--- src/rtl/tx_arbiter.sv ---
// tx_arbiter: shares the PD PHY transmitter among Hard/Cable Reset, GoodCRC and message requesters.
// Optional define TX_ARB_IDLE_TIMEOUT_EN bounds the wait for bus idle to IDLE_TIMEOUT cycles.
module tx_arbiter #(
  parameter int IFG_CYCLES   = 8,
  parameter int IDLE_TIMEOUT = 64,
  parameter int CNT_W        = 8
) (
  input  logic       clk,
  input  logic       reset,
  input  logic       msg_req,
  input  logic [2:0] msg_sop,
  input  logic       gcrc_req,
  input  logic [2:0] gcrc_sop,
  input  logic       hrst_req,
  input  logic       hrst_type,
  input  logic       bus_idle,
  input  logic       rx_busy,
  input  logic       phy_done,
  output logic       phy_start,
  output logic       phy_abort,
  output logic [2:0] phy_type,
  output logic       msg_grant,
  output logic       gcrc_grant,
  output logic       hrst_grant,
  output logic       msg_done,
  output logic       gcrc_done,
  output logic       hrst_done,
  output logic       msg_discarded
);

  typedef enum logic [2:0] {S_IDLE, S_WAIT_IDLE, S_START, S_ACTIVE, S_GAP} state_t;
  typedef enum logic [1:0] {OWN_NONE, OWN_MSG, OWN_GCRC, OWN_HRST} owner_t;

  localparam logic [CNT_W-1:0] GAP_LOAD  = CNT_W'(IFG_CYCLES - 1);
  localparam logic [CNT_W-1:0] WAIT_LOAD = CNT_W'(IDLE_TIMEOUT - 1);

  state_t           state_reg, state_next;
  owner_t           owner_reg, owner_next;
  logic [2:0]       type_reg, type_next;
  logic [CNT_W-1:0] cnt_reg, cnt_next;

  logic phy_start_reg, phy_abort_reg;
  logic msg_grant_reg, gcrc_grant_reg, hrst_grant_reg;
  logic msg_done_reg, gcrc_done_reg, hrst_done_reg, discard_reg;
  logic abort_next, msg_done_next, gcrc_done_next, hrst_done_next, discard_next;
  logic grant_phase;

  logic [2:0] hrst_code;
  assign hrst_code = hrst_type ? 3'd6 : 3'd5;

  always_comb begin
    state_next     = state_reg;
    owner_next     = owner_reg;
    type_next      = type_reg;
    cnt_next       = cnt_reg;
    abort_next     = 1'b0;
    msg_done_next  = 1'b0;
    gcrc_done_next = 1'b0;
    hrst_done_next = 1'b0;
    discard_next   = 1'b0;

    case (state_reg)
      S_IDLE: begin
        // Reset signalling goes straight out without checking for bus idle.
        if (hrst_req) begin
          owner_next = OWN_HRST;
          type_next  = hrst_code;
          state_next = S_START;
        end else if (gcrc_req) begin
          owner_next = OWN_GCRC;
          type_next  = gcrc_sop;
          cnt_next   = WAIT_LOAD;
          state_next = S_WAIT_IDLE;
        end else if (msg_req) begin
          owner_next = OWN_MSG;
          type_next  = msg_sop;
          cnt_next   = WAIT_LOAD;
          state_next = S_WAIT_IDLE;
        end
      end

      S_WAIT_IDLE: begin
        if (hrst_req) begin
          discard_next = (owner_reg == OWN_MSG);
          owner_next   = OWN_HRST;
          type_next    = hrst_code;
          state_next   = S_START;
        end else if (rx_busy && (owner_reg == OWN_MSG)) begin
          discard_next = 1'b1;
          owner_next   = OWN_NONE;
          cnt_next     = GAP_LOAD;
          state_next   = S_GAP;
        end else if (bus_idle) begin
          state_next = S_START;
        end
`ifdef TX_ARB_IDLE_TIMEOUT_EN
        else if (cnt_reg == '0) begin
          // A timed-out GoodCRC is dropped without any indication.
          discard_next = (owner_reg == OWN_MSG);
          owner_next   = OWN_NONE;
          cnt_next     = GAP_LOAD;
          state_next   = S_GAP;
        end else begin
          cnt_next = cnt_reg - CNT_W'(1);
        end
`endif
      end

      S_START: state_next = S_ACTIVE;

      S_ACTIVE: begin
        if (phy_done) begin
          msg_done_next  = (owner_reg == OWN_MSG);
          gcrc_done_next = (owner_reg == OWN_GCRC);
          hrst_done_next = (owner_reg == OWN_HRST);
          owner_next     = OWN_NONE;
          cnt_next       = GAP_LOAD;
          state_next     = S_GAP;
        end else if (hrst_req && (owner_reg != OWN_HRST)) begin
          // Preemption: keep HRST as owner so the gap returns to START.
          abort_next   = 1'b1;
          discard_next = (owner_reg == OWN_MSG);
          owner_next   = OWN_HRST;
          type_next    = hrst_code;
          cnt_next     = GAP_LOAD;
          state_next   = S_GAP;
        end
      end

      S_GAP: begin
        if (cnt_reg == '0) begin
          state_next = (owner_reg == OWN_HRST) ? S_START : S_IDLE;
        end else begin
          cnt_next = cnt_reg - CNT_W'(1);
        end
      end

      default: begin
        owner_next = OWN_NONE;
        state_next = S_IDLE;
      end
    endcase
  end

  assign grant_phase = (state_next == S_START) || (state_next == S_ACTIVE);

  always_ff @(posedge clk or negedge reset) begin
    if (!reset) begin
      state_reg      <= S_IDLE;
      owner_reg      <= OWN_NONE;
      type_reg       <= 3'd0;
      cnt_reg        <= '0;
      phy_start_reg  <= 1'b0;
      phy_abort_reg  <= 1'b0;
      msg_grant_reg  <= 1'b0;
      gcrc_grant_reg <= 1'b0;
      hrst_grant_reg <= 1'b0;
      msg_done_reg   <= 1'b0;
      gcrc_done_reg  <= 1'b0;
      hrst_done_reg  <= 1'b0;
      discard_reg    <= 1'b0;
    end else begin
      state_reg      <= state_next;
      owner_reg      <= owner_next;
      type_reg       <= type_next;
      cnt_reg        <= cnt_next;
      phy_start_reg  <= (state_next == S_START);
      phy_abort_reg  <= abort_next;
      msg_grant_reg  <= grant_phase && (owner_next == OWN_MSG);
      gcrc_grant_reg <= grant_phase && (owner_next == OWN_GCRC);
      hrst_grant_reg <= grant_phase && (owner_next == OWN_HRST);
      msg_done_reg   <= msg_done_next;
      gcrc_done_reg  <= gcrc_done_next;
      hrst_done_reg  <= hrst_done_next;
      discard_reg    <= discard_next;
    end
  end

  assign phy_start     = phy_start_reg;
  assign phy_abort     = phy_abort_reg;
  assign phy_type      = type_reg;
  assign msg_grant     = msg_grant_reg;
  assign gcrc_grant    = gcrc_grant_reg;
  assign hrst_grant    = hrst_grant_reg;
  assign msg_done      = msg_done_reg;
  assign gcrc_done     = gcrc_done_reg;
  assign hrst_done     = hrst_done_reg;
  assign msg_discarded = discard_reg;

endmodule

--- config.mk ---
export PLATFORM = sky130hd
export DESIGN_NAME = tx_arbiter
export DESIGN_NICKNAME = d
export VERILOG_FILES = /design/src/rtl/tx_arbiter.sv
export SDC_FILE = /design/constraint.sdc
export NUM_CORES = 1
export LEC_CHECK = 0
export ABC_AREA = 1
export ABC_CLOCK_PERIOD_IN_PS = 1270
export BUFFER_PORTS_ARGS = -buffer_cell sky130_fd_sc_hd__buf_2
export CORE_MARGIN = 2
export CORE_UTILIZATION = 40
export DETAILED_ROUTE_END_ITERATION = 8
export PLACE_DENSITY = 0.71
export SLEW_MARGIN = 20
export SYNTH_ARGS = -nofsm -noshare
export SYNTH_HDL_FRONTEND = slang
export SYNTH_SLANG_ARGS = --single-unit
--- constraint.sdc ---
create_clock -name clk -period 1.27 [get_ports clk]
set_input_delay 0.3175 -clock clk [delete_from_list [all_inputs] [get_ports clk]]
set_output_delay 0.3175 -clock clk [all_outputs]
set_load 0.01 [all_outputs]
==> flow_summary.yaml <==
critical_path:
  r2r_setup_slack_ps: -100
  endpoint_kind: "register"
  cp_max_fo: 8
  cp.required_ps: 1480
  arrival_ps: 1580
  path_class: "register to register"
  worstSetupStartpointType: "register"
floorplan:
  core-area_mm2: 0.00374
  die_h_um: 67.0
  die-area_mm2: 0.00449
  dieWidth_um: 67.0
  io_pins: 27
  rows: 22
  start_util: 0.424
grt:
  grt_max_degree: 15
  antenna_found_initial: 0
  grt.overflow.total: 0
  grt_pass1_vias: 1455
  grt_usage: 0.182
  grt_pass1_wl_mm: 6.24
final_layout:
  fin_nets: 300
  post-route-util: 0.578
  final_common_cell: "nand2_1"
  final_cell_mix: "nand2_1, buf_2, buf_4, dfrtp_1, nand3_1"
  fin_area_mm2: 0.00216
  num_antenna_cells: 0
  area_growth_pct: 36.4
  drive_above_1_share: 0.372
  largest_register_ffs: 8
yosys:
  yosysWarnings: 0
  synth_area_mm2: 0.00159
  netlist_instances: 222
  ys_types: 27
  yosysSeqAreaShare: 0.394
  avgSynthCellArea_um2: 7.15
  syn_nets: 239
  ys_seq_elements: 25
routing:
  dr.pass1.iters: 4
  drcViolationCount: 0
  ant_nets: 0
  vias_per_cell: 4.84
  drt_iter0_markers: 49
  vias: 1597
  wl_per_cell_um: 11.3
  drt_wl_total_mm: 3.74
clock_network:
  cts_buffer_depth: 2
  clock_latency_ps: 270
  cts_max_level: 1
  cts_root_buffer: "clkbuf_8"
  cts_tree: "built"
  cts_buffers: 3
  cts_sinks: 25
  path_clk_slew_ps: 90
sta:
  hold_violations: 0
  tightest_slew_ps: 332
  timing.slew.headroom: 0.779
  skew_ps: 5.59
  setup_violations: 17
  fmax_mhz: 730
  final_max_slew_viol_count: 0
  rsz0062_at_grt: "yes"
  whs_ps: 356
  layout_min_cycle_time_ps: 1370
  finalCritPeriodShare: 1.08
  final.setup.worst_slack_ps: -99.6
  fin_tns_setup_ps: -1290
job:
  max_cap_viol_count: 0
place:
  hpwlAfterDp_mm: 3.00
  portBuffers: 26
  routabilityCongestion: 0.837
  dpl_cell_area_mm2: 0.00201
pwr:
  power_density_mw_per_mm2: 2490
  leakage_nw: 1.15
  ir_drop_uv: 1170
outcome:
  failed_checks: "setup timing"
  status: "finished with violations"
hold_path:
  holdCritPathClass: "primary input to register"
cell families (layout without fill, tap and decap cells):
kind of cell,count (synthesis),after routing,share of synthesized area
buf+inv,22,82,0.0528
xor+xnor,1,1,0.00552
flops,25,25,0.394
fa+ha+maj,2,2,0.0158
compound gates,14,14,0.0568
simple gates,157,157,0.468
mux,1,1,0.00631
report_power, final:
part	total, mW	internal (mW)	switching [mW]
registers	1.32	1.11	0.219
logic	3.60	1.51	2.09
clock network	0.472	0.220	0.252
synth_stat cells, drive strengths merged:
cell type	count	area [um^2]
nor3	1	5.00
nand2	90	363
nand4	6	37.5
dfrtp	25	626
a21oi	2	25.0
inv	21	78.8
nand3b	2	15.0
o21bai	1	7.51
a211oi	1	7.51
and2	2	16.3
mux2i	1	10.0
ha	2	25.0
nor2	29	141
clkbuf	1	5.00
nand3	27	165
o21ai	10	50.0
xnor2	1	8.76
per-stage QoR:
stage	setup slack, ps	std cells	total power, mW
3_5_place_dp	-130	323	4.57
4_1_cts	-95.0	330	5.24
2_1_floorplan	-62.5	222	3.45
6_report	-99.6	330	5.40
3_3_place_gp	-102	323	4.51
5_1_grt	-237	330	5.93
worst max-delay path: stages (launching register included):
cell	delay, ps
dfrtp_1	420
buf_6	140
nand2_4	50
nor2_4	170
nand3_4	120
and2_4	170
nand3_4	110
nand2_1	70
nand2_1	50
cell type report:
cell class	instances	area [um^2]
clock inverter	1	5.00
multi-input combinational	175	952
inverter	21	81.3
tap	48	60.1
timing repair buffer	57	397
sequential	25	628
clock buffer	3	41.3
fill	360	1580
path summary, 6_finish.rpt:
path                                    from            to  cells after the start
worst max-delay path            state_reg[0]    cnt_reg[6]                      8
worst min-delay path                bus_idle  state_reg[0]                      4
worst max register to register  state_reg[0]    cnt_reg[6]                      8
worst min register to register   phy_type[0]   phy_type[0]                      2
max in group asynchronous              reset  state_reg[1]                      3
min in group asynchronous              reset    hrst_grant                      2
layer usage:
| layer | GRT usage | up-vias | routed length, um |
|---|---|---|---|
| met3 | 0.0203 | 8 | 77 |
| li1 | - | 839 | - |
| met1 | 0.234 | 727 | 1760 |
| met2 | 0.313 | 23 | 1830 |
| met5 | 0 | - | 0 |
| met4 | 0.0689 | 0 | 71 |
timing repair:
action,in CTS,in global routing
hold endpoints to repair,12,0
resized for setup,11,18
endpoints found under the setup margin,16,22
buffers inserted,2,0
hold buffers,1,0
pin swaps,13,3
Power figures use the tool's default switching activity.
